## src/rtl/calc_core_param.sv

```systemverilog
// Parametrised calculator core: one-cycle ALU ops, iterative shift-add MUL and restoring DIV.
// Optional accumulator operand source is built when CALC_ACCUM_EN is defined.
module calc_core_param #(
    parameter int unsigned WIDTH = 8,
    parameter int unsigned CNT_W = $clog2(WIDTH + 1)
) (
    input  logic                 clk,
    input  logic                 rst,
    input  logic                 in_valid,
    output logic                 in_ready,
    input  logic [2:0]           op,
    input  logic [WIDTH-1:0]     a,
    input  logic [WIDTH-1:0]     b,
    input  logic                 acc_sel,
    output logic                 out_valid,
    input  logic                 out_ready,
    output logic [2*WIDTH-1:0]   result,
    output logic                 flag_zero,
    output logic                 flag_carry,
    output logic                 flag_dbz,
    output logic                 busy
);

    typedef enum logic [1:0] {IDLE, MUL_RUN, DIV_RUN, DONE} state_t;
    typedef enum logic [2:0] {
        OP_ADD, OP_SUB, OP_AND, OP_OR, OP_XOR, OP_MUL, OP_DIV, OP_PASS
    } op_t;

    state_t               state_q, state_d;
    logic [2*WIDTH-1:0]   result_q, result_d;
    logic                 zero_q, zero_d, carry_q, carry_d, dbz_q, dbz_d;
    logic [CNT_W-1:0]     cnt_q, cnt_d;
    logic [WIDTH-1:0]     hi_q, hi_d, lo_q, lo_d, opnd_q, opnd_d;
    logic [WIDTH-1:0]     opa;
    op_t                  op_w;

`ifdef CALC_ACCUM_EN
    logic [WIDTH-1:0]     acc_q, acc_d;
    assign opa = acc_sel ? acc_q : a;
`else
    logic                 unused_acc_sel;
    assign unused_acc_sel = acc_sel;
    assign opa = a;
`endif

    assign op_w = op_t'(op);

    logic [WIDTH:0]       add_s, sub_s, mul_s, div_sh;
    logic [WIDTH-1:0]     mul_addend, mul_hi_n, mul_lo_n, div_rem_n, div_lo_n;
    logic                 div_ok, last_step;
    logic [2*WIDTH-1:0]   alu_res;
    logic                 alu_carry;

    assign add_s = {1'b0, opa} + {1'b0, b};
    assign sub_s = {1'b0, opa} - {1'b0, b};

    // MUL: {hi,lo} holds partial product and remaining multiplier bits, shifted right each step
    assign mul_addend = lo_q[0] ? opnd_q : '0;
    assign mul_s      = {1'b0, hi_q} + {1'b0, mul_addend};
    assign mul_hi_n   = mul_s[WIDTH:1];
    assign mul_lo_n   = {mul_s[0], lo_q[WIDTH-1:1]};

    // DIV: hi is the partial remainder, lo shifts dividend bits out and quotient bits in
    assign div_sh    = {hi_q, lo_q[WIDTH-1]};
    assign div_ok    = div_sh >= {1'b0, opnd_q};
    assign div_rem_n = div_ok ? WIDTH'(div_sh - {1'b0, opnd_q}) : div_sh[WIDTH-1:0];
    assign div_lo_n  = {lo_q[WIDTH-2:0], div_ok};

    assign last_step = (cnt_q == CNT_W'(WIDTH - 1));

    always_comb begin
        alu_res   = '0;
        alu_carry = 1'b0;
        case (op_w)
            OP_ADD:  begin alu_res = {{WIDTH{1'b0}}, add_s[WIDTH-1:0]}; alu_carry = add_s[WIDTH]; end
            OP_SUB:  begin alu_res = {{WIDTH{1'b0}}, sub_s[WIDTH-1:0]}; alu_carry = sub_s[WIDTH]; end
            OP_AND:  alu_res = {{WIDTH{1'b0}}, opa & b};
            OP_OR:   alu_res = {{WIDTH{1'b0}}, opa | b};
            OP_XOR:  alu_res = {{WIDTH{1'b0}}, opa ^ b};
            OP_DIV:  alu_res = {opa, {WIDTH{1'b1}}};
            default: alu_res = {{WIDTH{1'b0}}, opa};
        endcase
    end

    always_comb begin
        state_d  = state_q;
        result_d = result_q;
        zero_d   = zero_q;
        carry_d  = carry_q;
        dbz_d    = dbz_q;
        cnt_d    = cnt_q;
        hi_d     = hi_q;
        lo_d     = lo_q;
        opnd_d   = opnd_q;
`ifdef CALC_ACCUM_EN
        acc_d    = acc_q;
`endif
        case (state_q)
            IDLE: begin
                if (in_valid) begin
                    cnt_d = '0;
                    hi_d  = '0;
                    if (op_w == OP_MUL) begin
                        lo_d    = b;
                        opnd_d  = opa;
                        state_d = MUL_RUN;
                    end else if (op_w == OP_DIV && b != '0) begin
                        lo_d    = opa;
                        opnd_d  = b;
                        state_d = DIV_RUN;
                    end else begin
                        result_d = alu_res;
                        zero_d   = (alu_res == '0);
                        carry_d  = alu_carry;
                        dbz_d    = (op_w == OP_DIV);
                        state_d  = DONE;
                    end
                end
            end
            MUL_RUN, DIV_RUN: begin
                cnt_d = cnt_q + 1'b1;
                if (state_q == MUL_RUN) begin
                    hi_d = mul_hi_n;
                    lo_d = mul_lo_n;
                end else begin
                    hi_d = div_rem_n;
                    lo_d = div_lo_n;
                end
                if (last_step) begin
                    result_d = {hi_d, lo_d};
                    zero_d   = ({hi_d, lo_d} == '0);
                    carry_d  = 1'b0;
                    dbz_d    = 1'b0;
                    state_d  = DONE;
                end
            end
            default: begin
                if (out_ready) begin
                    state_d = IDLE;
`ifdef CALC_ACCUM_EN
                    acc_d   = result_q[WIDTH-1:0];
`endif
                end
            end
        endcase
    end

    always_ff @(posedge clk or posedge rst) begin
        if (rst) begin
            state_q  <= IDLE;
            result_q <= '0;
            zero_q   <= 1'b0;
            carry_q  <= 1'b0;
            dbz_q    <= 1'b0;
            cnt_q    <= '0;
            hi_q     <= '0;
            lo_q     <= '0;
            opnd_q   <= '0;
`ifdef CALC_ACCUM_EN
            acc_q    <= '0;
`endif
        end else begin
            state_q  <= state_d;
            result_q <= result_d;
            zero_q   <= zero_d;
            carry_q  <= carry_d;
            dbz_q    <= dbz_d;
            cnt_q    <= cnt_d;
            hi_q     <= hi_d;
            lo_q     <= lo_d;
            opnd_q   <= opnd_d;
`ifdef CALC_ACCUM_EN
            acc_q    <= acc_d;
`endif
        end
    end

    assign in_ready   = (state_q == IDLE);
    assign out_valid  = (state_q == DONE);
    assign busy       = (state_q == MUL_RUN) || (state_q == DIV_RUN);
    assign result     = result_q;
    assign flag_zero  = zero_q;
    assign flag_carry = carry_q;
    assign flag_dbz   = dbz_q;

endmodule
```

## config.mk

```make
export PLATFORM = sky130hd
export DESIGN_NAME = calc_core_param
export DESIGN_NICKNAME = d
export VERILOG_FILES = /design/src/rtl/calc_core_param.sv
export SDC_FILE = /design/constraint.sdc
export NUM_CORES = 1
export LEC_CHECK = 0
export CAP_MARGIN = 20
export CORE_MARGIN = 2
export CORE_UTILIZATION = 65
export DETAILED_ROUTE_END_ITERATION = 7
export DONT_BUFFER_PORTS = 1
export PLACE_DENSITY = 0.8
export SLEW_MARGIN = 20
export SYNTH_ARGS = -nofsm -noshare
export SYNTH_HDL_FRONTEND = slang
export SYNTH_SLANG_ARGS = --single-unit
```

## constraint.sdc

```tcl
create_clock -name clk -period 8 [get_ports clk]
set_input_delay 1.6 -clock clk [delete_from_list [all_inputs] [get_ports clk]]
set_output_delay 1.6 -clock clk [all_outputs]
set_load 0.02 [all_outputs]
```

* Word-level counts from Yosys, hierarchy flattened
Cells that the tools add are included.
** Operators by class
- $add $sub $neg :: 5
- $lt $le $gt $ge :: 1
- Equality and inequality tests :: 15
- Mux-type cells :: 43
- Bitwise gates (word level) :: 3
- Reductions and logical operators :: 16
** Operators with widths (number)
- $mux W8 :: 12
- $pmux W16 S6 :: 1
- $mux W16 :: 4
- $logic_not A16 Y1 :: 2
- $pmux W16 S2 :: 1
- $pmux W8 S2 :: 2
- $add A8 B8 Y9 :: 2
- $mux W1 :: 12
- $eq A3 B3 Y1 const B :: 3
- $ge A9 B8 Y1 :: 1
- $reduce_and A3 Y1 :: 3
- $sub A8 B8 Y9 :: 1
- $and A8 B8 Y8 :: 1
- $mux W2 :: 4
- $ne A2 B2 Y1 const B :: 4
- $or A8 B8 Y8 :: 1
- $pmux W1 S2 :: 4
- $pmux W4 S2 :: 1
- $reduce_bool A8 Y1 :: 1
- $sub A8 B8 Y8 :: 1
- $xor A8 B8 Y8 :: 1
- $eq A3 B2 Y1 const B :: 2
- $reduce_and A5 Y1 :: 1
- $add A4 B1 Y4 const B :: 1
- other kinds (15) :: 17
** Storage, ports and cells
- Register bits after elaboration :: 49
- Bits of input ports :: 24
- Output and inout bits :: 22
- Logic and storage cells :: 92

* Logic depth before layout (Yosys ltp)
Gate-level depths: netlist of the first run.
- Word-level depth :: 7
- Gate-level depth with buffers :: 11

* Worst setup path after synthesis of the first run
No wires, ideal clock.
- Path type :: input -> register
- From :: input a[4]
- To :: register result_q[7], in the netlist result[7]
- Arrival time :: 3.493 ns
- Required time :: 7.875 ns
- Setup slack :: 4.382 ns
- Stages on the path :: 11
- Buffers on the path :: 1
- Path through :: inv_1 ha_1 buf_6 nor2b_2 or4_1 a21oi_1 o22ai_1 mux2_4 o22ai_2 o21ai_1 mux2_4
** Between the ends
- Word-level cells in the longest chain between the ends :: 6
- Elaborated cells on any way between the ends :: 7
** RTL lines
- start: declaration :: line 12 : input logic [WIDTH-1:0] a,
- $sub A8 B8 Y9 or $add A8 B8 Y9 (tied branches) :: line 55, 54
- $pmux W16 S6 (*) :: line 74 : case (op_w)
- $mux W16 (*) :: line 107 : end else if (op_w == OP_DIV && b != '0) begin
- $mux W16 (*) :: line 103 : if (op_w == OP_MUL) begin
- $mux W16 (*) :: line 100 : if (in_valid) begin
- $pmux W16 S2 (*) :: line 98 : case (state_q)
- end signal: assignment :: line 164 : result_q <= result_d;
- end: declaration :: line 30 : logic [2*WIDTH-1:0] result_q, result_d;
Every way passes the cells marked *; elsewhere a longest branch is shown, timed or not. The select of a mux whose other input is x is not followed.
A chain may end at the register's enable or synchronous reset.

* Final worst setup path of the first run
- From :: input a[0]
- To :: register zero_q, in the netlist flag_zero
** Between the ends
- Word-level cells in the longest chain between the ends :: 7
- Elaborated cells on any way between the ends :: 11
** RTL lines
- $sub A8 B8 Y9, or another cell as far along :: line 55 : assign sub_s = {1'b0, opa} - {1'b0, b};
- $pmux W16 S6 (*) :: line 74
- $logic_not A16 Y1 (*) :: line 113 : zero_d = (alu_res == '0);
- $mux W1 (*) :: line 107
- $mux W1 (*) :: line 103
- $mux W1 (*) :: line 100
- $pmux W1 S2 (*) :: line 98
- end signal: assignment :: line 165 : zero_q <= zero_d;
- end: declaration :: line 31 : logic zero_q, zero_d, carry_q, carry_d, dbz_q, dbz_d;
Marks and branches as above.

==> impl_metrics.ini, run 1 <==
[cts]
h-tree-depth = 2
ctsHoldBuffers = 0
clk_latency_ns = 0.31
cts_resized = 0
cts-root-buf = clkbuf_8
cts_buffers = 5
cts.sinks = 49
tritoncts = yes
clockBufferDepth = 2
clk_pin_slew_ns = 0.09
postCtsSetupBuffers = 0

[outcome]
run_status = finished, final reports clean

[worst_setup_path]
critPathSlowestCell = o31ai_1
r2r-end = flag_zero$_DFFE_PP0P_
critPathKind = in -> reg
crit_top_cell = o31ai_1
timing.critical_path.required_ns = 8.19
reg2reg_depth = 11
worst_r2r_startpoint = lo_q[0]$_DFFE_PP0P_
path_delay_family = compound AO/OA/AOI/OAI gates
worstSetupEndpointType = flip-flop
slowest_delay_ns = 0.41
rrSetupSlack_ns = 4.74
crit_fanout = 5
start_kind = input port
cp_num_buf_inv = 0
path_cells = ha_1 -> fa_1 -> and2_1 -> o31ai_1 -> a211oi_1 -> a31oi_1 -> nor3b_1 -> a211o_1 -> a32oi_1 -> o31ai_1
cp.arrival_ns = 3.85

[global_routing]
grt_start_max_net_pins = 50
antenna_found_initial = 0
grt_pass1_wl_um = 18900
grt-ovfl-total = 0
grt.total_usage_pct = 30.5
first_global_vias = 3919

[power]
power.switching_mw = 0.880
seqPwrFrac_pct = 27.9
p_leak_nw = 2.16
p_clk_share_pct = 10.1
intPower_mw = 0.880
p_sw_share_pct = 50.0
p_per_area_nw_per_um2 = 369
finalPower_mw = 1.76
ir_drop_mv = 0.489
p_comb_share_pct = 62.0

[drt]
via_per_inst = 6.39
drt_wl_total_um = 11500
antenna_left = 0
num_vias = 4247
wl_per_cell_um = 17.3
drc = 0
dr.pass1.iters = 5
drt_iter0_markers = 330

[layout]
area_delta_synth_final_pct = 1.22
fillCellCount = 641
diodes = 0
drive_gt1_share_pct = 6.18
postLayoutCoreUtil_pct = 66.9
finish.net_count = 639

[place]
hpwlAfterDp_um = 8700
place.gp.congestion = 0.927
io_buffers = 0

[floorplanning]
die_y_um = 89.2
initial_utilization_pct = 66.1
num_rows = 31
dieArea_um2 = 7950
ios = 46
die_w_um = 89.2
core_area_um2 = 7140

[synth]
ys_ff_latch = 49
synth_edf_count = 0
synth_area_um2 = 4720
yosys-top-cells-area = dfrtp_1 (26%), ha_1 (12%), a21oi_1 (5.5%)
async_flop_share_pct = 100
synth_top_area_cell = dfrtp_1
synth_cell_types = 77
muxShareOfSynthArea_pct = 5.47
synth_fa_ha_area_share_pct = 13.6
synth.most_common_cell = nand2_1
syn_avg_cell_area_um2 = 8.02
syn_inst = 588
synth_warnings = 0
syn-num-nets = 661
synth_top_family_by_area = compound AO/OA/AOI/OAI gates
ys_seq_area_share_pct = 26.0
synthFlopType = dfrtp_1
synth_simple_gate_area_share_pct = 20.0
netlist.area_leader.share_pct = 26.0
synthTopCellsByCount = nand2_1 (67), a21oi_1 (52), dfrtp_1 (49)
synth_compound_area_share_pct = 25.5
synth-xor-area-share_pct = 1.86

[timing]
fin_tns_setup_ns = 0
rsz0062_at_grt = no
tightest_slew_ns = 1.11
min_period_over_period_pct = 45.7
max_freq_mhz = 273
skew_ns = 0.00857
slew_headroom_pct = 25.6
setup_viol = 0
hold_viol = 0
drv_slew = 0
fin_crit_ns = 3.66

[hold_path]
hp-start = lo_q[2]$_DFFE_PP0P_
worstHoldEndpoint = lo_q[2]$_DFFE_PP0P_
holdPathStages = 1
hp-class = reg -> reg

[flow_run]
cap_violations = 0
-- placed cells by master, fill, tap and decap left out, drive strengths merged, types with 5 or more instances in the layout --
cell type and n:
a211oi 9, a21o 6, a21oi 52, a22oi 7, a31oi 5, and2 12, clkbuf 5, dfrtp 49
ha 45, inv 41, mux2 16, mux2i 7, nand2 68, nand2b 11, nand3 16, nor2 42
nor2b 7, nor3 11, o21a 8, o21ai 60, o22ai 8, o31ai 6, xnor2 7
-- worst max-delay path by stage --
stage,startpoint,endpoint,slack (ns),cells after the start
2_1_floorplan,a[4],result[7]$_DFFE_PP0P_,4.38,11
3_3_place_gp,b[4],result[7]$_DFFE_PP0P_,4.10,10
3_5_place_dp,a[4],result[7]$_DFFE_PP0P_,4.08,10
4_1_cts,a[4],result[7]$_DFFE_PP0P_,4.40,10
5_1_grt,a[0],flag_zero$_DFFE_PP0P_,4.17,10
6_report,a[0],flag_zero$_DFFE_PP0P_,4.34,10
-- routing by layer --
| layer | GRT usage (%) | part of all wire, % | up-vias |
|---|---|---|---|
| met2 | 47.1 | 45 | 163 |
| met1 | 42.2 | 45 | 2003 |
| li1 | - | - | 2057 |
| met4 | 9.77 | 2.3 | 0 |
| met3 | 7.76 | 7.7 | 24 |
| met5 | 0 | 0 | - |
-- metrics by stage --
step	cell area, um2	std cells	hold WS (ns)	worst slack (ns)
after global routing	4770	665	0.534	4.17
after CTS	4770	665	0.524	4.40
final	4770	665	0.524	4.34
after detailed placement	4660	658	0.499	4.08
after global placement	4660	658	0.494	4.10
after floorplan	4720	588	0.463	4.38
-- layout make-up --
cell class                      count  area [um2]  area share [%]
Sequential cell                    49        1230            25.7
Multi-Input combinational cell    466        3140            65.7
Timing Repair Buffer                3        22.5           0.472
Clock buffer                        5        68.8            1.44
Clock inverter                      2        38.8           0.813
Inverter                           41         158            3.30
Tap cell                           99         124            2.60
-- power groups by stage --
stage	Clock, mW	Combinational [mW]	Sequential, mW
after floorplan	0	0.898	0.464
after global placement	0	1.05	0.490
after detailed placement	0	1.07	0.493
after CTS	0.180	1.08	0.490
after global routing	0.190	1.23	0.505
final	0.177	1.09	0.491
-- state kept, by name, summed over array words and instances (netlist names) --
signal      cells
opnd_q          8
flag_dbz        1
flag_zero       1
lo_q            8
cnt_q           4
state_q         2
result         16
flag_carry      1
hi_q            8
-- logic make-up after synthesis --
group           Yosys count
simple gates            194
compound gates          190
buf+inv                  73
fa+ha+maj                49
flops                    49
mux                      23
xor+xnor                 10
Power figures use the tool's default switching activity.
==> run 2, diff against run 1 <==
==> constraint.sdc (replaced) <==
create_clock -name clk -period 3.6 [get_ports clk]
set_input_delay 0.72 -clock clk [delete_from_list [all_inputs] [get_ports clk]]
set_output_delay 0.72 -clock clk [all_outputs]
set_load 0.02 [all_outputs]
==> run 2 against run 1 <==
- sequential power grew 120%
- sequential share of layout area barely moved
- clock skew decreased by 0.0022 ns
- largest cell class unchanged
- critical path depth increased by 1
- power rose by 120%
- first-iteration DRC count fell by 9.7%
==> impl_metrics.ini, run 2 (synthesis results as in run 1) <==
[outcome]
run_status = finished, final reports clean

[timing]
fin_tns_setup_ns = 0
hold_viol = 0
setup_viol = 0
skew_ns = 0.00636
drv_slew = 0
min_period_over_period_pct = 85.8
rsz0062_at_grt = no
tightest_slew_ns = 0.944
fin_crit_ns = 3.09
slew_headroom_pct = 37.1
max_freq_mhz = 324

[floorplanning]
die_w_um = 89.2
core_area_um2 = 7140
ios = 46
dieArea_um2 = 7950
num_rows = 31
initial_utilization_pct = 66.1
die_y_um = 89.2

[cts]
h-tree-depth = 2
clk_latency_ns = 0.31
cts.sinks = 49
tritoncts = yes
ctsHoldBuffers = 0
clk_pin_slew_ns = 0.10
postCtsSetupBuffers = 0
cts-root-buf = clkbuf_8
cts_resized = 0
cts_buffers = 5
clockBufferDepth = 2

[global_routing]
grt_start_max_net_pins = 50
first_global_vias = 4058
grt.total_usage_pct = 31.2
antenna_found_initial = 0
grt_pass1_wl_um = 19500
grt-ovfl-total = 0

[worst_setup_path]
worstSetupEndpointType = flip-flop
start_kind = flip-flop
crit_fanout = 10
timing.critical_path.required_ns = 3.83
critPathKind = reg -> reg
cp.arrival_ns = 3.32

[power]
p_per_area_nw_per_um2 = 811
finalPower_mw = 3.87
ir_drop_mv = 0.873
p_leak_nw = 2.17

[place]
hpwlAfterDp_um = 8930
dp.cells = 661
io_buffers = 0
place.gp.congestion = 0.938
place_area_um2 = 4690

[layout]
mostFrequentLayoutCell = nand2_1
area_delta_synth_final_pct = 1.35
layoutNonFillerInstCount = 669
postLayoutCoreUtil_pct = 67.0
drive_gt1_share_pct = 6.84
diodes = 0
finish.net_count = 642
final_cell_mix = nand2_1 (67), a21oi_1 (52), dfrtp_1 (49), ha_1 (45), nor2_1 (42)
fillCellCount = 636
final_area_um2 = 4780
largest_reg_flops = 16

[drt]
wl_per_cell_um = 17.5
drt_iter0_markers = 298
drc = 0
antenna_left = 0
dr.pass1.iters = 4
drt_wl_total_um = 11700
via_per_inst = 6.30
num_vias = 4218

[flow_run]
cap_violations = 0

[hold_path]
hp-class = in -> async
-- run 2: metal layers --
layer	up-vias	part of all wire [%]	track usage, %
met4	0	1.9	9.50
met2	160	46	49.0
met5	-	0	0
met3	26	6.9	5.91
met1	1974	45	44.0
li1	2058	-	-
-- run 2: power breakdown --
part / total [mW] / switching [mW] / internal [mW]
sequential: 1.10 / 0.313 / 0.786
clock: 0.340 / 0.202 / 0.138
combinational: 2.43 / 1.46 / 0.976
total: 3.87 / 1.97 / 1.90
-- run 2: area by class of cell --
cell class                 instances  area [um2]  area share, %
multi-input combinational        466        3140           65.6
sequential                        49        1230           25.7
inverter                          41         158           3.30
tap                               99         124           2.59
clock buffer                       5        68.8           1.44
timing repair buffer               6        45.0          0.942
clock inverter                     3        22.5          0.471
-- run 2: worst paths after layout --
kind / endpoint / cells after the start / slack [ns] / from
max: flag_zero$_DFFE_PP0P_ / 11 / 0.51 / lo_q[0]$_DFFE_PP0P_
min: cnt_q[1]$_DFFE_PP0P_ / 1 / 0.43 / rst
max reg2reg: flag_zero$_DFFE_PP0P_ / 11 / 0.51 / lo_q[0]$_DFFE_PP0P_
min reg2reg: cnt_q[1]$_DFFE_PP0P_ / 2 / 0.53 / cnt_q[1]$_DFFE_PP0P_
max in group asynchronous: result[10]$_DFFE_PP0P_ / 1 / 2.67 / rst
min in group clk: cnt_q[1]$_DFFE_PP0P_ / 2 / 0.53 / cnt_q[1]$_DFFE_PP0P_
-- run 2: metrics by stage --
stage | hold WS [ns] | setup WS (ns)
floorplan | 0.463 | 0.862
global placement | 0.496 | 0.580
detailed placement | 0.510 | 0.556
CTS | 0.529 | 0.520
global route | 0.487 | 0.276
finish | 0.428 | 0.510
-- run 2: worst max-delay path, stage by stage, from the launching register on --
cell      delay, ns
dfrtp_1        0.50
and2_1         0.22
ha_1           0.20
fa_1           0.44
a211oi_1       0.33
nor2_1         0.08
o31ai_1        0.27
nand2b_1       0.09
nand3_1        0.08
o21ai_0        0.18
or3_1          0.40
o31ai_1        0.22
